### src/rtl/systolic_serdes.sv
// systolic_serdes: nibble-serial link endpoint for the systolic array tile.
// Each enabled beat captures one digit plus control bit per lane into a working
// frame; at the last beat the frame is published on frame_rx and a transmit
// frame (core-loaded result or the received frame passed through) is latched
// into tx_buf, which is then shifted out one slot per enabled beat.
// Optional feature macro: SYSTOLIC_SERDES_PARITY_EN (per-lane even parity
// carried in the slot BEATS-1 control bit, checked on receive, inserted on
// transmit).
module systolic_serdes #(
  parameter int unsigned LANES = 2,
  parameter int unsigned DIG_W = 4,
  parameter int unsigned BEATS = 16
) (
  input  logic                           clk,
  input  logic                           rst,
  input  logic                           en,
  input  logic [LANES*DIG_W-1:0]         lane_din,
  input  logic [LANES-1:0]               lane_cin,
  output logic [LANES*DIG_W-1:0]         lane_dout,
  output logic [LANES-1:0]               lane_cout,
  output logic [$clog2(BEATS)-1:0]       beat,
  output logic [LANES*BEATS*DIG_W-1:0]   frame_rx,
  output logic [LANES*BEATS-1:0]         frame_rx_ctrl,
  output logic                           frame_rx_valid,
  input  logic                           tx_load,
  input  logic [LANES*BEATS*DIG_W-1:0]   tx_frame,
  input  logic [LANES*BEATS-1:0]         tx_ctrl,
  output logic                           tx_ovf,
  output logic [LANES-1:0]               rx_parity_err
);

  localparam int unsigned BW = $clog2(BEATS);
  localparam int unsigned FW = LANES * BEATS * DIG_W;
  localparam int unsigned CW = LANES * BEATS;
  localparam int unsigned LW = BEATS * DIG_W;
  localparam logic [BW-1:0] LastBeat = BW'(BEATS - 1);

  // Beat counter and boundary detect
  logic [BW-1:0]          beat_q, beat_d;
  logic [31:0]            beat_idx;
  logic                   boundary;

  // Receive working buffer and published frame
  logic [FW-1:0]          work_q, work_d;
  logic [CW-1:0]          work_c_q, work_c_d;
  logic [FW-1:0]          frame_q, frame_d;
  logic [CW-1:0]          frame_c_q, frame_c_d;
  logic                   valid_q, valid_d;

  // Transmit pending register and transmit buffer
  logic [FW-1:0]          pend_q, pend_d;
  logic [CW-1:0]          pend_c_q, pend_c_d;
  logic                   pend_v_q, pend_v_d;
  logic                   ovf_q, ovf_d;
  logic [FW-1:0]          tx_src;
  logic [CW-1:0]          tx_src_c;
  logic [FW-1:0]          txb_q, txb_d;
  logic [CW-1:0]          txb_c_q, txb_c_d;

  // Serial outputs
  logic [LANES*DIG_W-1:0] dout_q, dout_d;
  logic [LANES-1:0]       cout_q, cout_d;

  assign beat_idx = 32'(beat_q);

  // Beat counter advances only on enabled cycles and wraps at the last beat
  always_comb begin
    boundary = en && (beat_q == LastBeat);
    beat_d   = beat_q;
    if (en) begin
      beat_d = boundary ? '0 : beat_q + BW'(1);
    end
  end

  // Working buffer with the current beat's inputs merged into slot beat
  always_comb begin
    work_d   = work_q;
    work_c_d = work_c_q;
    if (en) begin
      for (int unsigned l = 0; l < LANES; l++) begin
        work_d[(l*BEATS + beat_idx)*DIG_W +: DIG_W] = lane_din[l*DIG_W +: DIG_W];
        work_c_d[l*BEATS + beat_idx]                = lane_cin[l];
      end
    end
  end

  // Published frame: work_d already holds the last slot from this cycle's inputs
  always_comb begin
    frame_d   = frame_q;
    frame_c_d = frame_c_q;
    valid_d   = boundary;
    if (boundary) begin
      frame_d   = work_d;
      frame_c_d = work_c_d;
    end
  end

  // Transmit source: same-cycle load wins, then a pending load, else pass-through
  always_comb begin
    if (tx_load) begin
      tx_src   = tx_frame;
      tx_src_c = tx_ctrl;
    end else if (pend_v_q) begin
      tx_src   = pend_q;
      tx_src_c = pend_c_q;
    end else begin
      tx_src   = work_d;
      tx_src_c = work_c_d;
    end
`ifdef SYSTOLIC_SERDES_PARITY_EN
    // Last-slot control bit carries even parity over the lane's data bits
    for (int unsigned l = 0; l < LANES; l++) begin
      tx_src_c[l*BEATS + BEATS - 1] = ^tx_src[l*LW +: LW];
    end
`endif
  end

  // Transmit buffer reload at the boundary
  always_comb begin
    txb_d   = txb_q;
    txb_c_d = txb_c_q;
    if (boundary) begin
      txb_d   = tx_src;
      txb_c_d = tx_src_c;
    end
  end

  // Pending register: captured on any tx_load, consumed at the boundary
  always_comb begin
    pend_d   = pend_q;
    pend_c_d = pend_c_q;
    pend_v_d = pend_v_q;
    ovf_d    = tx_load && pend_v_q;
    if (boundary) begin
      // A load on the boundary cycle itself is consumed directly
      pend_v_d = 1'b0;
    end else if (tx_load) begin
      pend_d   = tx_frame;
      pend_c_d = tx_ctrl;
      pend_v_d = 1'b1;
    end
  end

  // Serial output: present tx_buf slot beat on each enabled cycle
  always_comb begin
    dout_d = dout_q;
    cout_d = cout_q;
    if (en) begin
      for (int unsigned l = 0; l < LANES; l++) begin
        dout_d[l*DIG_W +: DIG_W] = txb_q[(l*BEATS + beat_idx)*DIG_W +: DIG_W];
        cout_d[l]                = txb_c_q[l*BEATS + beat_idx];
      end
    end
  end

  // State registers with synchronous reset
  always_ff @(posedge clk) begin
    if (rst) begin
      beat_q    <= '0;
      work_q    <= '0;
      work_c_q  <= '0;
      frame_q   <= '0;
      frame_c_q <= '0;
      valid_q   <= 1'b0;
      pend_q    <= '0;
      pend_c_q  <= '0;
      pend_v_q  <= 1'b0;
      ovf_q     <= 1'b0;
      txb_q     <= '0;
      txb_c_q   <= '0;
      dout_q    <= '0;
      cout_q    <= '0;
    end else begin
      beat_q    <= beat_d;
      work_q    <= work_d;
      work_c_q  <= work_c_d;
      frame_q   <= frame_d;
      frame_c_q <= frame_c_d;
      valid_q   <= valid_d;
      pend_q    <= pend_d;
      pend_c_q  <= pend_c_d;
      pend_v_q  <= pend_v_d;
      ovf_q     <= ovf_d;
      txb_q     <= txb_d;
      txb_c_q   <= txb_c_d;
      dout_q    <= dout_d;
      cout_q    <= cout_d;
    end
  end

`ifdef SYSTOLIC_SERDES_PARITY_EN
  logic [LANES-1:0] perr_q, perr_d;

  // Receive parity check on the frame being published; cleared otherwise
  always_comb begin
    perr_d = '0;
    if (boundary) begin
      for (int unsigned l = 0; l < LANES; l++) begin
        perr_d[l] = (^work_d[l*LW +: LW]) ^ work_c_d[l*BEATS + BEATS - 1];
      end
    end
  end

  // Parity error register, valid alongside frame_rx_valid
  always_ff @(posedge clk) begin
    if (rst) begin
      perr_q <= '0;
    end else begin
      perr_q <= perr_d;
    end
  end

  assign rx_parity_err = perr_q;
`else
  assign rx_parity_err = '0;
`endif

  assign lane_dout      = dout_q;
  assign lane_cout      = cout_q;
  assign beat           = beat_q;
  assign frame_rx       = frame_q;
  assign frame_rx_ctrl  = frame_c_q;
  assign frame_rx_valid = valid_q;
  assign tx_ovf         = ovf_q;

endmodule
### config.mk
export PLATFORM = sky130hd
export DESIGN_NAME = systolic_serdes
export DESIGN_NICKNAME = d
export VERILOG_FILES = /design/src/rtl/systolic_serdes.sv
export SDC_FILE = /design/constraint.sdc
export NUM_CORES = 1
export LEC_CHECK = 0
export CORE_MARGIN = 10
export CORE_UTILIZATION = 45
export DETAILED_ROUTE_END_ITERATION = 10
export PLACE_DENSITY_LB_ADDON = 0.05
export SLEW_MARGIN = 25
export SYNTH_ARGS = -nofsm -noshare
export SYNTH_HDL_FRONTEND = slang
export SYNTH_SLANG_ARGS = --single-unit
### constraint.sdc
create_clock -name clk -period 5.2 [get_ports clk]
set_input_delay 0.52 -clock clk [delete_from_list [all_inputs] [get_ports clk]]
set_output_delay 0.52 -clock clk [all_outputs]
set_load 0.005 [all_outputs]
==> results <==
- The flow ran to the end, and the final reports show no timing, DRC or antenna violations.
- Measured along the x axis, the die boundary spans around 270 µm.
- The count of routing violations after the opening detailed-route iteration is around 3.3k.
- The latest clock arrival within the worst-skew pair is ~0.62 ns.
- The cell depth of the worst flop-to-flop path is 9.
- The clock tree from TritonCTS is yes.
- The post-synthesis simple-gate area fraction is ~16%.
- The worst hold path begins at rst.
- VDD sags by at most roughly 0.00027 V.
- The top-area cell type share of the netlist area is between 40 and 50%.
- The end point of the worst hold path is work_c_q[16].
- By area, the combinational part of the netlist is dominated by compound AO/OA/AOI/OAI gates.
- The count of cells resized by post-cts repair is 0.
- The global router's overall resource usage is a little under a third.
- The max capacitance violation total is 0.
- The number of nets with antenna violations after detailed routing is 0.
- Fill cells in the final layout number between 5k and 6k.
- The maximum clock frequency is around 0.26 GHz.
- The synthesized netlist devotes 26.1% of its cell area to compound gates.
- In the final routed layout, each cell accounts on average for approximately 27 µm.
- The endpoint of the worst-slack reg-to-reg timing path is frame_rx[101].
- In the post-synthesis netlist, the biggest area contributors are sky130_fd_sc_hd__dfxtp_1, sky130_fd_sc_hd__nand2_1, sky130_fd_sc_hd__a21oi_1.
- The most common flop cell mapped by yosys is sky130_fd_sc_hd__dfxtp_1.
- The number of top-level design ports is around 350.
- The number of global-route vias before repair is 24.6k.
- The number of enable flip-flop cells after synthesis is 0.
- The initial antenna violation count is 4.
- The post-CTS repair timing setup buffer count is 0.
- Buffers inserted during clock tree synthesis total 72.
- Global routing finished with a remaining overflow of 0.
- For this run, the number of Yosys warnings is 0.
- The cell total after placement is 4058.
- The area of the die is approximately 71000 µm².
- The total standard cell area after synthesis is between 20000 and 30000 µm².
- After routing, the total negative slack on setup checks comes to 0 ns.
- The area taken by flip-flops and latches is about 13000 µm².
- The half-perimeter wire length of the detailed placement result is 77.2 mm.
- The detailed-routing iteration count for the pre-antenna-repair pass is 6.
- The area growth from synthesis to layout is 23.4%.
- The post-route fraction of the period consumed by the critical path is roughly three quarters.
- For this run, design rule violations remaining after detail routing come to 0.
- The die span in y is roughly 270 µm.
- The launching element type of the critical path is a flop.
- The number of hold violations in the final report is 0.
- After synthesis, the share of flip-flops with an asynchronous set or reset is 0%.
- The total core area is a little over 60000 µm².
- Setup repair after global routing left no endpoint under its margin.
- The top cell type by total area after synthesis is sky130_fd_sc_hd__dfxtp_1.
- The final non-filler cell total is 4195.
- The count of buffers added on input and output ports is between 300 and 400.
- The fraction of synthesized cell area in xor and xnor cells is less than 1%.
- For this design the static power due to leakage is around 12 nW.
- For the worst setup path, the data required time is 5.72 ns.
- Sequential elements use between 40% and 50% of the synthesized area.
- Synthesis produced a netlist whose cell count is around 3.2k.
- Across all register-to-register paths, the minimum setup slack is between 1 and 1.5 ns.
- The power density of the placed cells is 344 nW/µm².
- In the final layout, the share of cells above drive strength 1 is around 8.5%.
- The worst setup path is captured at a flop.
- The clock-pin slew on the worst setup and hold paths is about 0.060 ns.
- In the routed layout, each cell is associated on average with a via count of approximately 6.2.
- Hold repair after CTS inserted 0 buffers.
- The worst hold path passes through 2 cells.
- The final route contains approximately 26k vias.
- The mean instance size in the synthesized netlist is 8.65 µm².
- Multiplexer cells account for between 5 and 6% of the synthesized area.
- The critical path class is flop to flop.
- Wires add up to between 100 and 150 mm.
- STA puts the critical path data arrival time at about 4.4 ns.
- Routability-driven placement finished with a final weighted congestion of between 0.9 and 1.
- At the pin with the least slew margin, the transition time is about 1.1 ns.
- The number of distinct standard cells referenced by the synthesized netlist is ~90.
- The synthesized-area fraction occupied by adder cells is less than 1%.
- The path class of the tightest hold or removal check is input pin to flop.
- The cell at the root of the clock tree is sky130_fd_sc_hd__clkbuf_16.
- The largest net degree at the start of global routing is 195.
- The placement row count is 90.
- Setup violations remaining at the end of the flow were counted as 0.
- For the final database, setup skew stands at 0.0180 ns.
- The number of sinks driven by the clock tree is 657.
- The count of pins over their slew limit came to 0.
- The first global-routing pass estimated about 170 mm of wire.
- Once the floorplan was initialized, standard cells occupied 45.4% of the core.
- The area taken by multi-input logic gates is 13100 µm².
- The post-layout minimum cycle time is around 3.9 ns.
- The clock passes through at most 3 buffers.
- The total number of nets in the final design is 3533.
- The worst pin sits at a relative slew slack of 28.3%.
- The maximum fanout along the worst path is 24.
- Counting flops and latches in the post-synthesis netlist gives around 660.
- The worst register-to-register path begins at beat[1].
- The number of H-tree levels is 3.
-- where the power goes --
part | internal (W) | switching, W | leakage [nW]
clock network | 0.00322 | 0.00218 | 1.22
registers | 0.00511 | 0.0000437 | 5.32
logic | 0.000339 | 0.000743 | 5.48
total | 0.00867 | 0.00296 | 12.0
-- worst max-delay path by stage --
| stage | from | end | slack [ns] | cells after the start |
|---|---|---|---|---|
| after floorplan | beat[0] | txb_q[33] | 2.06 | 12 |
| after global placement | beat[0] | pend_q[70] | 1.30 | 7 |
| after detailed placement | beat[0] | pend_q[102] | 1.16 | 7 |
| after CTS | beat[0] | pend_q[102] | 1.16 | 7 |
| after global routing | beat[0] | pend_q[70] | 1.27 | 7 |
| final | beat[1] | frame_rx[101] | 1.35 | 9 |
-- cell usage after synthesis (all sizes together) (20+ instances only) --
| master | instances |
|---|---|
| o211ai | 32 |
| o21ai | 233 |
| nand3 | 37 |
| clkbuf | 229 |
| o21a | 22 |
| a21oi | 346 |
| a22oi | 137 |
| nor2 | 301 |
| buf | 68 |
| dfxtp | 657 |
| mux2i | 48 |
| a221o | 20 |
| a32oi | 20 |
| o22ai | 38 |
| nor3 | 33 |
| mux4 | 40 |
| and2 | 39 |
| a221oi | 25 |
| nand2 | 479 |
| a211oi | 101 |
-- critical path, stage by stage (launching register included) --
cell                       delay, ns
sky130_fd_sc_hd__dfxtp_2        0.34
sky130_fd_sc_hd__buf_4          0.32
sky130_fd_sc_hd__nor3_1         0.10
sky130_fd_sc_hd__ha_1           0.64
sky130_fd_sc_hd__buf_4          0.37
sky130_fd_sc_hd__and3b_1        0.48
sky130_fd_sc_hd__nand2_1        0.44
sky130_fd_sc_hd__nor4_1         0.68
sky130_fd_sc_hd__a21oi_1        0.13
sky130_fd_sc_hd__a211oi_1       0.25
-- placed cells by master (no fill, tap or decap), types with 8 or more instances in the layout --
cell / count
sky130_fd_sc_hd__mux2i_1: 48
sky130_fd_sc_hd__nand3_1: 37
sky130_fd_sc_hd__a21boi_0: 9
sky130_fd_sc_hd__and3_1: 14
sky130_fd_sc_hd__a31oi_1: 11
sky130_fd_sc_hd__a221oi_1: 25
sky130_fd_sc_hd__and2_1: 35
sky130_fd_sc_hd__o21a_1: 21
sky130_fd_sc_hd__mux4_2: 40
sky130_fd_sc_hd__o211a_1: 15
sky130_fd_sc_hd__o21ai_0: 216
sky130_fd_sc_hd__o221ai_1: 17
sky130_fd_sc_hd__buf_4: 50
sky130_fd_sc_hd__clkinv_2: 13
sky130_fd_sc_hd__nor3_1: 32
sky130_fd_sc_hd__o211ai_1: 30
sky130_fd_sc_hd__nand4b_1: 8
sky130_fd_sc_hd__nor2_1: 296
sky130_fd_sc_hd__inv_1: 11
sky130_fd_sc_hd__o221a_2: 14
sky130_fd_sc_hd__clkdlybuf4s50_1: 346
sky130_fd_sc_hd__a22oi_1: 137
sky130_fd_sc_hd__clkbuf_8: 15
sky130_fd_sc_hd__o32ai_1: 10
sky130_fd_sc_hd__dfxtp_1: 654
sky130_fd_sc_hd__a211oi_1: 101
sky130_fd_sc_hd__o21ai_1: 15
sky130_fd_sc_hd__clkbuf_1: 15
sky130_fd_sc_hd__clkbuf_16: 75
sky130_fd_sc_hd__nand2_1: 477
sky130_fd_sc_hd__a221o_1: 20
sky130_fd_sc_hd__a21oi_1: 346
sky130_fd_sc_hd__a32oi_1: 20
sky130_fd_sc_hd__a31o_2: 10
sky130_fd_sc_hd__o22ai_1: 38
sky130_fd_sc_hd__nor4_1: 8
sky130_fd_sc_hd__nand4_1: 10
-- state kept, by name (all words and copies together), names as in the netlist --
name,count
work_c_q,32
txb_q,128
tx_ovf,1
pend_q,128
txb_c_q,32
pend_c_q,32
lane_cout,2
frame_rx_valid,1
lane_dout,8
work_q,128
frame_rx,128
frame_rx_ctrl,32
beat,4
pend_v_q,1
-- kinds of logic after synthesis --
logic type / Yosys count
buf+inv: 313
simple gates: 984
other cells: 1
xor+xnor: 6
fa+ha+maj: 7
mux: 89
compound gates: 1109
flops: 657
-- area by class of cell --
class                           count  area share, %
Clock inverter                     27          0.996
Antenna cell                        3         0.0222
Tap cell                          782           2.90
Inverter                           16          0.181
Multi-Input combinational cell   2197           38.7
Clock buffer                      105           6.33
Timing Repair Buffer              408           11.9
Sequential cell                   657           38.9
-- metrics by stage --
| step | utilization (%) | area, µm² | total power [W] | hold WS (ns) | worst slack (ns) |
|---|---|---|---|---|---|
| after detailed placement | 51.8 | 31300 | 0.00632 | 0.437 | 1.16 |
| after global placement | 51.7 | 31200 | 0.00630 | 0.428 | 1.30 |
| final | 56.0 | 33800 | 0.0116 | 0.338 | 1.35 |
| after CTS | 55.9 | 33700 | 0.0116 | 0.327 | 1.16 |
| after floorplan | - | 27400 | 0.00581 | 0.420 | 2.06 |
| after global routing | 56.0 | 33800 | 0.0119 | 0.358 | 1.27 |
-- layer usage --
metal	GRT usage, %	vias up	part of all wire [%]
met4	10.8	0	3.3
li1	-	11800	-
met2	47.7	1365	45
met1	42.0	12800	42
met5	0	-	0
met3	6.64	217	9.6
(Power assumes the default switching activity.)
